==> src/rtl/gcd_8bit_pkg.sv <==
// Shared definitions for the 8-bit subtractive GCD unit: operand width and
// controller state codes.
package gcd_8bit_pkg;

  localparam int GCD_WIDTH = 8;

  typedef enum logic [1:0] {
    GCD_IDLE = 2'd0,
    GCD_CALC = 2'd1,
    GCD_DONE = 2'd2
  } gcd_state_t;

endpackage

==> src/rtl/gcd_datapath_8bit.sv <==
// GCD datapath: operand registers fed by the select muxes, a shared
// subtractor, compare flags and the result register.
module gcd_datapath_8bit
  import gcd_8bit_pkg::*;
(
  input  logic                 clk,
  input  logic                 rst,
  input  logic [GCD_WIDTH-1:0] a_in,
  input  logic [GCD_WIDTH-1:0] b_in,
  input  logic                 sel_load,
  input  logic                 en_a,
  input  logic                 en_b,
  input  logic                 en_r,
  output logic                 a_gt_b,
  output logic                 a_eq_b,
  output logic                 a_zero,
  output logic                 b_zero,
  output logic [GCD_WIDTH-1:0] result
);

  logic [GCD_WIDTH-1:0] reg_a;
  logic [GCD_WIDTH-1:0] reg_b;
  logic [GCD_WIDTH-1:0] diff;
  logic [GCD_WIDTH-1:0] next_a;
  logic [GCD_WIDTH-1:0] next_b;

  assign a_gt_b = reg_a > reg_b;
  assign a_eq_b = reg_a == reg_b;
  assign a_zero = reg_a == '0;
  assign b_zero = reg_b == '0;

  // Larger minus smaller, so the difference never wraps.
  assign diff = a_gt_b ? (reg_a - reg_b) : (reg_b - reg_a);

  mux2_1_8bit u_mux_a (
    .d0  (diff),
    .d1  (a_in),
    .sel (sel_load),
    .y   (next_a)
  );

  mux2_1_8bit u_mux_b (
    .d0  (diff),
    .d1  (b_in),
    .sel (sel_load),
    .y   (next_b)
  );

  always_ff @(posedge clk) begin
    if (rst) begin
      reg_a  <= '0;
      reg_b  <= '0;
      result <= '0;
    end else begin
      if (en_a) reg_a <= next_a;
      if (en_b) reg_b <= next_b;
      // A zero A means B already holds the answer (covers GCD(0,0)=0).
      if (en_r) result <= a_zero ? reg_b : reg_a;
    end
  end

endmodule

==> src/rtl/mux2_1_8bit.sv <==
// 8-bit 2:1 operand-select mux: sel=1 picks the external operand,
// sel=0 picks the subtractor result.
module mux2_1_8bit
  import gcd_8bit_pkg::*;
(
  input  logic [GCD_WIDTH-1:0] d0,
  input  logic [GCD_WIDTH-1:0] d1,
  input  logic                 sel,
  output logic [GCD_WIDTH-1:0] y
);

  assign y = sel ? d1 : d0;

endmodule

==> src/rtl/gcd_8bit.sv <==
// Sequential subtractive GCD with start/done handshake: controller FSM
// driving the operand selects and register enables of the datapath.
//
//   state    | meaning
//   GCD_IDLE | waiting for start
//   GCD_CALC | one compare/subtract step per cycle (busy)
//   GCD_DONE | result valid, done pulse; start here reloads back-to-back
module gcd_8bit
  import gcd_8bit_pkg::*;
#(
  parameter int WIDTH = GCD_WIDTH
) (
  input  logic             clk,
  input  logic             rst,
  input  logic             start,
  input  logic [WIDTH-1:0] a_in,
  input  logic [WIDTH-1:0] b_in,
  output logic             busy,
  output logic             done,
  output logic [WIDTH-1:0] result
);

  gcd_state_t state;
  logic       sel_load;
  logic       en_a;
  logic       en_b;
  logic       en_r;
  logic       a_gt_b;
  logic       a_eq_b;
  logic       a_zero;
  logic       b_zero;
  logic       finish;

  assign finish = a_zero || b_zero || a_eq_b;
  assign busy   = state == GCD_CALC;
  assign done   = state == GCD_DONE;

  always_comb begin
    sel_load = 1'b0;
    en_a     = 1'b0;
    en_b     = 1'b0;
    en_r     = 1'b0;
    case (state)
      GCD_IDLE, GCD_DONE: begin
        if (start) begin
          sel_load = 1'b1;
          en_a     = 1'b1;
          en_b     = 1'b1;
        end
      end
      GCD_CALC: begin
        if (finish)      en_r = 1'b1;
        else if (a_gt_b) en_a = 1'b1;
        else             en_b = 1'b1;
      end
      default: ;
    endcase
  end

  always_ff @(posedge clk) begin
    if (rst) begin
      state <= GCD_IDLE;
    end else begin
      case (state)
        GCD_IDLE: if (start) state <= GCD_CALC;
        GCD_CALC: if (finish) state <= GCD_DONE;
        GCD_DONE: state <= start ? GCD_CALC : GCD_IDLE;
        default:  state <= GCD_IDLE;
      endcase
    end
  end

  gcd_datapath_8bit u_datapath (
    .clk      (clk),
    .rst      (rst),
    .a_in     (a_in),
    .b_in     (b_in),
    .sel_load (sel_load),
    .en_a     (en_a),
    .en_b     (en_b),
    .en_r     (en_r),
    .a_gt_b   (a_gt_b),
    .a_eq_b   (a_eq_b),
    .a_zero   (a_zero),
    .b_zero   (b_zero),
    .result   (result)
  );

endmodule

==> config.mk <==
export PLATFORM = sky130hd
export DESIGN_NAME = gcd_8bit
export DESIGN_NICKNAME = d
export VERILOG_FILES = /design/src/rtl/gcd_8bit_pkg.sv /design/src/rtl/gcd_datapath_8bit.sv /design/src/rtl/mux2_1_8bit.sv /design/src/rtl/gcd_8bit.sv
export SDC_FILE = /design/constraint.sdc
export NUM_CORES = 1
export LEC_CHECK = 0
export CAP_MARGIN = 30
export CELL_PAD_IN_SITES_DETAIL_PLACEMENT = 0
export CELL_PAD_IN_SITES_GLOBAL_PLACEMENT = 1
export CORE_ASPECT_RATIO = 0.75
export CORE_MARGIN = 2
export CORE_UTILIZATION = 37
export DETAILED_ROUTE_END_ITERATION = 7
export PLACE_DENSITY_LB_ADDON = 0.1
export RECOVER_POWER = 50
export SLEW_MARGIN = 0
export SYNTH_ARGS = -nofsm -noshare
export SYNTH_HDL_FRONTEND = slang
export SYNTH_HIERARCHICAL = 1
export SYNTH_SLANG_ARGS = --single-unit
==> constraint.sdc <==
create_clock -name clk -period 2.4 [get_ports clk]
set_clock_uncertainty 0.15 [all_clocks]
set_input_delay 0.24 -clock clk [delete_from_list [all_inputs] [get_ports clk]]
set_output_delay 0.24 -clock clk [all_outputs]
set_load 0.05 [all_outputs]
# After elaboration in Yosys (flattened, before gate mapping)
# Index checks and enable logic that the tools add are counted.
dict set report totals {
  reg_bits 26
  input_bits 19
  output_inout_bits 10
  elab_cells 37
}
dict set report classes {
  addsub 2
  magnitude_cmp 1
  eq_ne 5
  n_mux 18
  reduce_logical 7
}
# operator count
set op_table {}
lappend op_table {{two-way mux 8 bit} 4}
lappend op_table {{zero test 8 bit} 2}
lappend op_table {{subtractor 8 bit} 2}
lappend op_table {{two-way mux 1 bit} 9}
lappend op_table {{== test 8 bit} 1}
lappend op_table {{> comparator 8 bit} 1}
lappend op_table {{case mux 2 bit (3 select lines)} 1}
lappend op_table {{two-way mux 2 bit} 2}
lappend op_table {{case mux 1 bit (2 select lines)} 2}
lappend op_table {{== test 2 x 1 -> 1 bit (second input constant)} 1}
lappend op_table {{== test 2 bit (second input constant)} 1}
lappend op_table {{zero test 2 bit} 1}
lappend op_table {{logical OR 1 bit} 2}
lappend op_table {{inequality test 2 x 1 -> 1 bit (second input constant)} 1}
lappend op_table {{inequality test 2 bit (second input constant)} 1}
lappend op_table {{AND reduction 2 bit} 1}
lappend op_table {{OR reduction 2 bit} 1}

# Longest topological paths before layout
dict set report depth {
  ltp_word 5
  ltp_mapped 12
  mapped_depth_nobuf 11
}

# By module
# Netlist, hierarchy kept.
# module instances cells_per_inst area_per_inst_um2 seq_area_each_um2
set modules_own_cells {}
lappend modules_own_cells {gcd_datapath_8bit 1 180 1567.8 480.5}
lappend modules_own_cells {mux2_1_8bit 2 9 131.4 0.0}
lappend modules_own_cells {gcd_8bit 1 15 127.6 40.0}

# Worst setup path after synthesis
# No wires, ideal clock.
dict set report synth_path {
  kind {reg2reg}
  from {register u_datapath.reg_a[5]}
  to {register u_datapath.reg_b[0]}
  setup_ns 0.128
  arrival_time_ns 2.403
  t_required_ns 2.122
  path_slack_ns -0.281
  path_stages_with_launch 13
  path_buffers 3
  path_cell_list {dfxtp_1 -> inv_1 -> ha_1 -> buf_2 -> a211oi_1 -> o21bai_1 -> o21bai_1 -> buf_6 -> inv_1 -> o32ai_2 -> clkbuf_1 -> mux2i_1 -> nor2_1}
}
dict set report synth_via {
  elab_cells_between_ends 10
  classes_between {1 x order compare; 1 x eq/ne; 5 x mux; 3 x reduce/logical}
}
# item line
set synth_lines {}
lappend synth_lines {{start: declaration} gcd_datapath_8bit.sv:21} ;# logic [GCD_WIDTH-1:0] reg_a;
lappend synth_lines {{start signal: assignment} gcd_datapath_8bit.sv:55} ;# if (en_a) reg_a <= next_a;
lappend synth_lines {{> comparator 8 bit} gcd_datapath_8bit.sv:27} ;# assign a_gt_b = reg_a > reg_b;
lappend synth_lines {{via a_gt_b} gcd_8bit.sv:28} ;# logic a_gt_b;
lappend synth_lines {{two-way mux 1 bit} gcd_8bit.sv:53} ;# else if (a_gt_b) en_a = 1'b1;
lappend synth_lines {{two-way mux 1 bit} gcd_8bit.sv:52} ;# if (finish) en_r = 1'b1;
lappend synth_lines {{case mux 1 bit (2 select lines)} gcd_8bit.sv:43} ;# case (state)
lappend synth_lines {{via en_b} gcd_8bit.sv:26} ;# logic en_b;
lappend synth_lines {{end signal: assignment} gcd_datapath_8bit.sv:56} ;# if (en_b) reg_b <= next_b;
lappend synth_lines {{end: declaration} gcd_datapath_8bit.sv:22} ;# logic [GCD_WIDTH-1:0] reg_b;
# The timed path passes the listed nets, and every way through them passes these cells.
# A chain may end at the register's enable or synchronous reset.

# Final worst setup path
dict set report layout_path {
  from {register u_datapath.reg_a[0]}
  to {register u_datapath.reg_b[6]}
}
dict set report layout_via {
  elab_cells_between_ends 12
  classes_between {2 x add/sub; 1 x order compare; 1 x eq/ne; 5 x mux; 3 x reduce/logical}
}
# item line
set layout_lines {}
lappend layout_lines {{subtractor 8 bit or > comparator 8 bit (tied branches)} {gcd_datapath_8bit.sv:33, gcd_datapath_8bit.sv:27}}
lappend layout_lines {{two-way mux 8 bit (*)} gcd_datapath_8bit.sv:33} ;# assign diff = a_gt_b ? (reg_a - reg_b) : (reg_b - reg_a);
lappend layout_lines {{via u_datapath.diff[6]} gcd_datapath_8bit.sv:23} ;# logic [GCD_WIDTH-1:0] diff;
lappend layout_lines {{two-way mux 8 bit (*)} mux2_1_8bit.sv:12} ;# assign y = sel ? d1 : d0;
lappend layout_lines {{via u_datapath.next_b[6]} gcd_datapath_8bit.sv:25} ;# logic [GCD_WIDTH-1:0] next_b;
# Mark *: on every way through the listed nets, which the timed path passes. The rest lies on a longest branch.

==> flow_summary.json <==
{
  "status": "complete, but fails checks",
  "synthFlopType": "dfxtp_1",
  "final.setup.tns_ns": -1.62,
  "synth_seq_cells": 26,
  "synthTopCellsByCount": "nor2_1 (29), dfxtp_1 (26), mux2i_1 (23)",
  "antenna_found_initial": 0,
  "htreeDepth": 1,
  "start_util": 0.393,
  "worstSkewPairLatency_ns": 0.27,
  "drtAntennaViolNets": 0,
  "cp-start-kind": "register",
  "critPathKind": "reg -> reg",
  "io_pins": 29,
  "yosysSeqAreaShare": 0.266,
  "synth_top_family_by_area": "multiplexers",
  "cts_buffer_depth": 2,
  "drv_cap": 0,
  "rsz0062_at_grt": "true",
  "core-area_mm2": 0.00498,
  "reg2reg_from": "u_datapath/reg_a[0]",
  "r2r_cells": 12,
  "vias": 1815,
  "synth_compound_area_frac": 0.153,
  "synth-edff-count": 0,
  "worstPathArrival_ns": 2.57,
  "die_w_um": 88,
  "crit_start": "u_datapath/reg_a[0]",
  "cts_sinks": 26,
  "seqCellArea_um2": 532,
  "synth_xor_area_frac": 0.0268,
  "max-slew-margin-rel": 0.630,
  "port_buffers": 28,
  "die_y_um": 67,
  "timing.rr.end": "u_datapath/reg_b[6]",
  "violations": "setup timing",
  "yosysTopAreaCell": "dfxtp_1",
  "fin_crit_sh": 1.07,
  "synthAdderAreaFrac": 0.116,
  "ys_warn_count": 6,
  "avgSynthCellArea_um2": 9.19,
  "worst_ep_required_time_ns": 2.39,
  "dp_slack_ns": -0.230,
  "first_global_vias": 1940,
  "cp_max_fo": 7,
  "ys_top_cells_by_area": "dfxtp_1 (27%), mux2_4 (12%), mux2i_1 (12%)",
  "fin_util": 0.585,
  "drc": 0,
  "setup_ws_ns": -0.174,
  "setup.worst_path.end_class": "register",
  "cts-root-buf": "clkbuf_8",
  "fin_nets": 324,
  "drt_wl_total_um": 5570,
  "syn_to_final_growth_pct": 48.9,
  "syn-num-nets": 249,
  "clock.fmax_mhz": 389,
  "track_usage": 0.201,
  "whs_ns": 0.344,
  "critPathCapture": "u_datapath/reg_b[6]",
  "grt_pass1_wl_um": 9110,
  "n_fill_cell": 446,
  "synth_cell_types": 35,
  "multi_input_area_mm2": 0.00145,
  "numCtsBuffers": 3,
  "place.detailed.hpwl_um": 4310,
  "fin_crit_ns": 2.57,
  "min_path_type": "reg -> reg",
  "netlist_area_mm2": 0.00196,
  "synthMuxAreaShare": 0.240,
  "vias_per_cell": 5.06,
  "clkTransAtPathRegs_ns": 0.09,
  "cts_tree": "built",
  "dieArea_mm2": 0.00590,
  "r2r_slack_ns": -0.17,
  "place_congestion": 0.818,
  "setup_violations": 14,
  "grt_start_max_net_pins": 18,
  "yosysMostFrequentCell": "nor2_1",
  "drt-initial-drc-count": 40,
  "hold_viol": 0,
  "final-max-slew-violation-count": 0,
  "synth-simple-area-share": 0.123,
  "diodes": 0,
  "syn_inst": 213,
  "async_flop_share": 0,
  "rows": 22,
  "wl_per_cell_um": 15.5,
  "cts_hold_buf": 0,
  "tightest_slew_ns": 0.553,
  "netlist.area_leader.share": 0.266,
  "drive_gt1_frac": 0.380,
  "first_pass_iters": 4,
  "gr-total-overflow": 0
}
## layout make-up
type | instances | area share
multi-input combinational | 156 | 0.498
timing repair buffer | 82 | 0.245
sequential | 26 | 0.182
clock buffer | 4 | 0.0189
inverter | 19 | 0.0245
tap | 72 | 0.0309
## logic make-up after synthesis
logic type	after synthesis
simple gates	49
compound gates	45
mux	39
buf+inv	31
flops	26
fa+ha+maj	17
xor+xnor	6
## registers in the layout, summed over array words and instances, names as in the netlist
name,count
u_datapath/reg_a,8
u_datapath/reg_b,8
u_datapath/result,8
state,2
## worst max-delay path, cell delays in order (launching register included)
cell and delay, ns:
dfxtp_2 0.35, inv_2 0.04, ha_4 0.15, fa_2 0.34, nand3b_1 0.19, a21oi_2 0.15, o21bai_2 0.08, buf_6 0.16
mux2i_2 0.15, xor2_1 0.18, mux2_4 0.28, mux2i_1 0.16, nor2_1 0.06
## placed cells by master, fill, tap and decap left out, types with 5 or more instances in the layout
cell type,n
ha_1,8
dlygate4sd3_1,8
a21oi_1,11
mux2_4,16
dfxtp_2,9
dfxtp_1,17
nor2_1,28
mux2i_1,20
ha_4,7
a211oi_1,10
nand4_1,5
buf_4,47
inv_1,18
o21ai_0,5
clkdlybuf4s50_1,20
## worst min-delay path by stage
| stage | from | to | slack [ns] | cells after the start |
|---|---|---|---|---|
| 2_1_floorplan | rst | u_datapath/result[0] | 0.16 | 1 |
| 3_3_place_gp | u_datapath/result[5] | u_datapath/result[5] | 0.33 | 2 |
| 3_5_place_dp | u_datapath/result[4] | u_datapath/result[4] | 0.33 | 2 |
| 4_1_cts | u_datapath/result[4] | u_datapath/result[4] | 0.35 | 2 |
| 5_1_grt | u_datapath/result[2] | u_datapath/result[2] | 0.37 | 2 |
| 6_report | u_datapath/result[4] | u_datapath/result[4] | 0.34 | 2 |
## stage by stage
stage,std cells,cell area [µm²]
after CTS,358,2880
final,359,2920
after floorplan,213,1990
after detailed placement,353,2680
after global placement,353,2680
after global routing,359,2920
## metal layers
layer  part of all wire  GRT usage
met1               0.46      0.248
met2               0.50      0.364
met3              0.031     0.0359
met4             0.0095     0.0404
met5                  0          0
## repair_timing
action	in CTS	in global routing
cloned	0	1
setup endpoints to repair	15	22
resized for setup	22	10
pin swaps	4	2
setup buffers	1	0
Power is left out: the tool's default activity adds up to more than one toggle a clock period on the data nets, which glitch-free logic cannot reach.
